$ cat config.mk
export PLATFORM = sky130hd
export DESIGN_NAME = la_scanctrl
export DESIGN_NICKNAME = d
export VERILOG_FILES = /design/src/rtl/la_scanctrl.sv
export SDC_FILE = /design/constraint.sdc
export NUM_CORES = 1
export LEC_CHECK = 0
export BUFFER_PORTS_ARGS = -buffer_cell sky130_fd_sc_hd__buf_2
export CAP_MARGIN = 20
export CORE_MARGIN = 5
export CORE_UTILIZATION = 45
export CTS_CLUSTER_DIAMETER = 80
export DETAILED_ROUTE_END_ITERATION = 10
export MAX_ROUTING_LAYER = met4
export PLACE_DENSITY = 0.73
export SETUP_SLACK_MARGIN = 0.02
export SYNTH_ARGS = -nofsm -noshare
export SYNTH_HDL_FRONTEND = slang
export SYNTH_SLANG_ARGS = --single-unit
$ cat constraint.sdc
create_clock -name clk -period 2.4 [get_ports clk]
set_clock_uncertainty 0.1 [all_clocks]
set_input_delay 0.36 -clock clk [delete_from_list [all_inputs] [get_ports clk]]
set_output_delay 0.36 -clock clk [all_outputs]
set_load 0.005 [all_outputs]
$ cat src/rtl/la_scanctrl.sv
// rtl/la_scanctrl.sv - scan chain sequencer: shift/capture/unload between a bit-serial host and the chain
// Chain state only advances when chain_ce=1, so host stalls freeze the chain in place.
module la_scanctrl #(
  parameter int LEN    = 16,
  parameter bit SI_INV = 1'b0,
  parameter bit SO_INV = 1'b0,
  parameter     PROP   = "DEFAULT"
) (
  input  logic        clk,
  input  logic        nreset,
  input  logic        start,
  input  logic [15:0] npat,
  input  logic [3:0]  ncap,
  input  logic        abort,
  output logic        busy,
  output logic        done,
  input  logic        tx_valid,
  input  logic        tx_bit,
  output logic        tx_ready,
  output logic        rx_valid,
  output logic        rx_bit,
  input  logic        rx_ready,
  output logic        chain_se,
  output logic        chain_si,
  input  logic        chain_so,
  output logic        chain_ce
);

  localparam int SW = $clog2(LEN + 1);

  typedef enum logic [1:0] {S_IDLE, S_SHIFT, S_CAPTURE} state_t;

  state_t        r_state, w_state_nxt;
  logic [SW-1:0] r_shift_cnt, w_shift_cnt_nxt;
  logic [15:0]   r_pat_cnt, w_pat_cnt_nxt;
  logic [15:0]   r_npat, w_npat_nxt;
  logic [3:0]    r_ncap, w_ncap_nxt;
  logic [3:0]    r_cap_cnt, w_cap_cnt_nxt;
  logic          r_first, w_first_nxt;
  logic          r_final, w_final_nxt;
  logic          r_done, w_done_nxt;
  logic          w_rx_on, w_tx_ok, w_rx_ok;

  always_ff @(posedge clk or negedge nreset) begin
    if (!nreset) begin
      r_state     <= S_IDLE;
      r_shift_cnt <= '0;
      r_pat_cnt   <= '0;
      r_npat      <= '0;
      r_ncap      <= '0;
      r_cap_cnt   <= '0;
      r_first     <= 1'b0;
      r_final     <= 1'b0;
      r_done      <= 1'b0;
    end else begin
      r_state     <= w_state_nxt;
      r_shift_cnt <= w_shift_cnt_nxt;
      r_pat_cnt   <= w_pat_cnt_nxt;
      r_npat      <= w_npat_nxt;
      r_ncap      <= w_ncap_nxt;
      r_cap_cnt   <= w_cap_cnt_nxt;
      r_first     <= w_first_nxt;
      r_final     <= w_final_nxt;
      r_done      <= w_done_nxt;
    end
  end

  // The final unload always emits, even for an unload-only run where no pattern was shifted in.
  assign w_rx_on = !r_first || r_final;
  assign w_tx_ok = r_final || tx_valid;
  assign w_rx_ok = !w_rx_on || rx_ready;

  always_comb begin
    w_state_nxt     = r_state;
    w_shift_cnt_nxt = r_shift_cnt;
    w_pat_cnt_nxt   = r_pat_cnt;
    w_npat_nxt      = r_npat;
    w_ncap_nxt      = r_ncap;
    w_cap_cnt_nxt   = r_cap_cnt;
    w_first_nxt     = r_first;
    w_final_nxt     = r_final;
    w_done_nxt      = 1'b0;
    chain_se        = 1'b0;
    chain_ce        = 1'b0;
    chain_si        = 1'b0;
    rx_bit          = 1'b0;
    tx_ready        = 1'b0;
    rx_valid        = 1'b0;

    case (r_state)
      S_IDLE: begin
        if (start) begin
          w_npat_nxt      = npat;
          w_ncap_nxt      = (ncap == 4'd0) ? 4'd1 : ncap;
          w_first_nxt     = 1'b1;
          w_final_nxt     = (npat == 16'd0);
          w_shift_cnt_nxt = '0;
          w_pat_cnt_nxt   = '0;
          w_cap_cnt_nxt   = '0;
          w_state_nxt     = S_SHIFT;
        end
      end
      S_SHIFT: begin
        chain_se = 1'b1;
        chain_si = r_final ? 1'b0 : (tx_bit ^ SI_INV);
        rx_bit   = chain_so ^ SO_INV;
        tx_ready = !r_final && w_rx_ok;
        rx_valid = w_rx_on && w_tx_ok;
        if (w_tx_ok && w_rx_ok) begin
          chain_ce = 1'b1;
          if (r_shift_cnt == SW'(LEN - 1)) begin
            w_shift_cnt_nxt = '0;
            if (r_final) begin
              w_state_nxt = S_IDLE;
              w_done_nxt  = 1'b1;
            end else begin
              w_state_nxt = S_CAPTURE;
            end
          end else begin
            w_shift_cnt_nxt = r_shift_cnt + 1'b1;
          end
        end
      end
      S_CAPTURE: begin
        chain_ce = 1'b1;
        if (r_cap_cnt == r_ncap - 4'd1) begin
          w_cap_cnt_nxt = '0;
          w_pat_cnt_nxt = r_pat_cnt + 16'd1;
          w_first_nxt   = 1'b0;
          w_final_nxt   = (r_pat_cnt + 16'd1 == r_npat);
          w_state_nxt   = S_SHIFT;
        end else begin
          w_cap_cnt_nxt = r_cap_cnt + 4'd1;
        end
      end
      default: w_state_nxt = S_IDLE;
    endcase

    // Abort cancels any step or handshake offered this cycle.
    if (abort) begin
      w_state_nxt     = S_IDLE;
      w_shift_cnt_nxt = '0;
      w_pat_cnt_nxt   = '0;
      w_cap_cnt_nxt   = '0;
      w_done_nxt      = 1'b0;
      chain_ce        = 1'b0;
      tx_ready        = 1'b0;
      rx_valid        = 1'b0;
    end
  end

  assign busy = (r_state != S_IDLE);
  assign done = r_done;

endmodule

### Word-level counts from Yosys, hierarchy flattened

Index checks and enable logic that the tools add are counted.

* logic and storage cells: 89
* input port bits: 28
* flip-flop bits (word level): 50
* output and inout bits: 8

* reductions and logical operators: 22
* add/sub/neg operators: 4
* mux-type cells: 43
* equal/unequal tests: 11

Operators by type and width (count)
* $mux 16: 3
* $pmux 16 s2: 1
* $mux 5: 4
* $mux 1: 19
* $add 16x1->16 const B: 1
* $eq 16x16->1: 1
* $logic_not 16->1: 1
* $mux 4: 4
* $mux 2: 6
* $ne 3x3->1 const B: 4
* $pmux 5 s2: 1
* $reduce_and 3->1: 3
* $pmux 4 s2: 1
* $pmux 1 s2: 3
* $pmux 2 s3: 1
* $reduce_bool 3->1: 2
* $add 5x1->5 const B: 1
* $eq 5x4->1 const B: 1
* $add 4x1->4 const B: 1
* $eq 4x4->1: 1
* $logic_not 4->1: 1
* $ne 2x2->1 const B: 2
* $reduce_and 2->1: 2
* $reduce_and 4->1: 1
* other kinds (8): 15

### Logic depth before layout (Yosys ltp)

* depth after elaboration: 8
* mapped depth: 9
* mapped depth without buffers: 8

### Least setup slack after synthesis

OpenSTA, ideal clock, no wires.

* path kind: flip-flop to flip-flop
* start point: register r_ncap[0]
* end point: register r_pat_cnt[9]
* path slack: 249 ps
* cell stages (with the launch flop): 9
* library setup time: 92 ps
* required time: 2208 ps
* arrival time: 1959 ps
* clock period less this slack: 2151 ps
* path buffers: 1
* cells stage by stage: dfrtp_1 -> inv_1 -> ha_1 -> xor2_1 -> xnor2_1 -> a41oi_4 -> or3_4 -> buf_6 -> o31ai_2

* cells in the longest elaborated chain, start to end: 4

RTL lines
* start, declared: line 37 `logic [3:0] r_ncap, w_ncap_nxt;`
* start signal, assigned: line 60 `r_ncap <= w_ncap_nxt;`
* $sub 4x1->4: line 126 `if (r_cap_cnt == r_ncap - 4'd1) begin`
* $eq 4x4->1: line 126
* $ne 3x3->1 (no source line)
* $reduce_and 3->1 (no source line)
* end signal, assigned: line 58 `r_pat_cnt <= w_pat_cnt_nxt;`
* end, declared: line 35 `logic [15:0] r_pat_cnt, w_pat_cnt_nxt;`

Every way passes these cells.
A chain may end at the register's enable or synchronous reset.

### Worst setup path in the final report

* start point: register r_pat_cnt[1]
* end point: register r_final

* cells in the longest elaborated chain, start to end: 4

RTL lines
* $add 16x1->16: line 130 `w_final_nxt = (r_pat_cnt + 16'd1 == r_npat);`
* $eq 16x16->1: line 130
* $mux 1: line 126
* $pmux 1 s2: line 90 `case (r_state)`
* end signal, assigned: line 63 `r_final <= w_final_nxt;`
* end, declared: line 40 `logic r_final, w_final_nxt;`

Every way passes these cells. The select of a mux whose other input is x is not followed.

==> out/metrics.yaml <==
status: "complete, no violations"
drive_gt1_share_pct: 25.6
worstRegToRegCells: 7
clkTransAtPathRegs_ns: 0.09
floorplan.initialDensity_pct: 45.9
ys_dominant_reg_cell: "sky130_fd_sc_hd__dfrtp_1"
gr_layer_usage_met3_pct: 2.65
simple_gate_portion_of_the_synthesized_area_pct: 19.0
synth_cell_types: 55
vias: 2540
synth_area_leaders: "sky130_fd_sc_hd__dfrtp_1, sky130_fd_sc_hd__mux2_2, sky130_fd_sc_hd__xnor2_1"
max_cap_viol_count: 0
r2r_slack_ns: 0.12
place_ws_ns: 0.0822
drcViolationCount: 0
clkLatencyLatePin_ns: 0.30
yosysWarnings: 0
end_kind: "flop"
post_synth_mux_area_share_pct: 6.90
synthesis.instances: 321
vdd_drop_max_mv: 0.511
synth-edff-count: 0
syn-num-nets: 357
cts_buffer_depth: 2
avgRoutedWirePerCell_um: 15.3
finalWeightedCongestion: 0.877
unrepaired_setup_endpoints_after_global_routing: "true"
leakage_power_figure_uw: 0.00148
cts_made_buffers: 5
grt_overflow: 0
first_global_vias: 2502
fp-row-count: 30
tritoncts: "built"
critical_path.reg2reg.endpoint: "r_final"
nNetsFinal: 391
synth_top_cell_by_area: "sky130_fd_sc_hd__dfrtp_1"
design.die.area_um2: 8660
htree_num_levels: 2
timing_hold_violations_final: 0
post-route-period-util_pct: 95.1
synth-xor-area-share_pct: 7.62
maxSlewViolCount: 0
grt_first_pass_wirelength_um: 11500
clock_sink_count: 50
compound_gate_fraction_of_synth_area_pct: 18.1
synth_top_area_share_pct: 40.3
crit_path_start_kind: "flop"
worst_path_max_delay_cell: "sky130_fd_sc_hd__dfrtp_1"
adder_and_majority_gate_portion_of_the_synthesized_area_pct: 3.23
dominant_combinational_cell_family_by_area_after_synthesis: "simple AND/OR/NAND/NOR gates"
ys_ff_latch: 50
dpl.hpwl_um: 4970
hold_path_class: "input pin to async pin"
worst-slew-pin-transition_ns: 0.774
globalRouteMet1Util_pct: 21.5
design.portCount: 36
final-setup-viol-count: 0
critical_path.cell_chain: "ha_1 > xor2_1 > a2111o_1 > a211o_1 > a2111oi_2 > nand4_1 > o21ai_1"
cp.required_ns: 2.52
first_iter_violations: 240
grt_most_used_layer: "met2"
num_antenna_cells: 0
overall_routed_net_length_um: 6690
post-route-min-period_ns: 2.28
synth_most_common_cell: "sky130_fd_sc_hd__dfrtp_1"
groute.usage.overall_pct: 16.6
worstSetupPathType: "flop to flop"
syn2layout_area_growth_pct: 12.3
antenna_found_initial: 0
fin_setup_tns_ns: 0
async_flop_share_pct: 100
synth.avg_cell_area_um2: 9.67
synth_area_um2: 3100
worst_reg2reg_path_startpoint: "r_pat_cnt[1]"
worst-endpoint-arrival_ns: 2.41
first_pass_detailed_route_iteration_total: 4
clock_tree.root_cell: "sky130_fd_sc_hd__clkbuf_8"
max_freq_ghz: 0.438
fp.dieW_um: 93.0
met2_track_demand_over_resource_pct: 26.8
post_cts.repair.setup_buffers: 0
io_buffer_count: 35
synthTopCellsByCount: "sky130_fd_sc_hd__dfrtp_1, sky130_fd_sc_hd__nor2_1, sky130_fd_sc_hd__o21ai_0"
die_y_um: 93.0
cp_slowest_stage_delay_ns: 0.43
core_area_um2: 6760
number_of_vias_per_cell_after_detailed_routing: 5.83
final_antenna_net_count: 0
yosysSeqAreaShare_pct: 40.3
timing.critical_path.fanout_max: 5
setup_slack_ns: 0.117
grt_max_degree: 37
p_per_area_nw_per_um2: 885
timing.max_slew.rel_slack_pct: 48.4
logic make-up (layout without fill, tap and decap cells):
| group | count (synthesis) | count (layout) |
|---|---|---|
| AOI/OAI and AO/OA | 80 | 80 |
| muxes | 19 | 19 |
| adders and majority gates | 8 | 8 |
| and+or+nand+nor | 104 | 104 |
| buffers and inverters | 33 | 68 |
| DFF | 50 | 50 |
| xor gates and xnor gates | 27 | 27 |
repair_timing:
action,CTS,global route
gates resized for setup,1,4
cloned,0,0
endpoints found under the setup margin,1,7
hold buffers,0,0
area by class of cell:
cell class	instances	area [µm²]
Clock inverter	1	30.0
Inverter	15	56.3
Timing Repair Buffer	45	250
Clock buffer	7	76.3
Sequential cell	50	1250
Tap cell	80	100
Multi-Input combinational cell	238	1720
Fill cell	610	3270
per-stage QoR:
stage	hold slack [ns]	instance area, µm²	total power, µW	std cells	utilization (%)
5_1_grt	0.0973	3480	3310	436	51.6
4_1_cts	0.0509	3470	3080	436	51.3
6_report	0.0320	3480	3080	436	51.6
2_1_floorplan	-0.0356	3100	2150	321	-
3_5_place_dp	0.356	3360	2490	428	49.7
3_3_place_gp	0.338	3360	2450	428	49.7
report_power, final:
| part | internal [µW] | leakage, µW | switching (µW) | total [µW] |
|---|---|---|---|---|
| Clock | 312 | 0.0000524 | 265 | 577 |
| Sequential | 1050 | 0.000648 | 175 | 1220 |
| Combinational | 608 | 0.000777 | 672 | 1280 |
metal layers:
layer / part of all wire [%] / vias up
met5: 0 / -
met4: 1.9 / 0
met3: 2.8 / 15
met2: 48 / 50
met1: 47 / 1244
li1: - / 1231
cells in the final DEF (no fill, tap or decap), types with 6 or more instances in the layout:
cell and n:
sky130_fd_sc_hd__nand2_1 12, sky130_fd_sc_hd__xor2_1 13, sky130_fd_sc_hd__nor3_1 9, sky130_fd_sc_hd__ha_1 6
sky130_fd_sc_hd__nand3_1 9, sky130_fd_sc_hd__nand2b_1 6, sky130_fd_sc_hd__buf_4 10, sky130_fd_sc_hd__mux2_2 19
sky130_fd_sc_hd__o21ai_1 9, sky130_fd_sc_hd__nor2b_1 7, sky130_fd_sc_hd__o21ai_0 21, sky130_fd_sc_hd__dfrtp_1 50
sky130_fd_sc_hd__nand4_1 7, sky130_fd_sc_hd__nor4_1 6, sky130_fd_sc_hd__xnor2_1 13, sky130_fd_sc_hd__buf_2 35
sky130_fd_sc_hd__nor2_1 20, sky130_fd_sc_hd__inv_1 14, sky130_fd_sc_hd__a21oi_1 16
critical path: cells and delay by family, from the launching register on:
family | cells | cell delay (ns)
xor+xnor | 1 | 0.17
fa+ha+maj | 1 | 0.32
flops | 1 | 0.43
compound gates | 4 | 1.04
simple gates | 1 | 0.14
worst max path at each step:
stage	start	endpoint	slack, ns	cells past startpoint
6_report	r_pat_cnt[1]	r_final	0.12	7
5_1_grt	r_ncap[0]	r_pat_cnt[6]	0.02	7
4_1_cts	r_state[0]	r_pat_cnt[7]	0.06	7
3_5_place_dp	r_state[0]	r_pat_cnt[6]	0.08	7
3_3_place_gp	r_state[0]	r_final	0.14	8
2_1_floorplan	r_ncap[0]	r_pat_cnt[9]	0.25	8
state kept, by name, indices dropped and copies added, names as in the netlist:
signal / flops
done: 1
r_cap_cnt: 4
r_final: 1
r_first: 1
r_ncap: 4
r_npat: 16
r_pat_cnt: 16
r_shift_cnt: 5
r_state: 2
No activity file was read; power rests on OpenSTA's default activity.
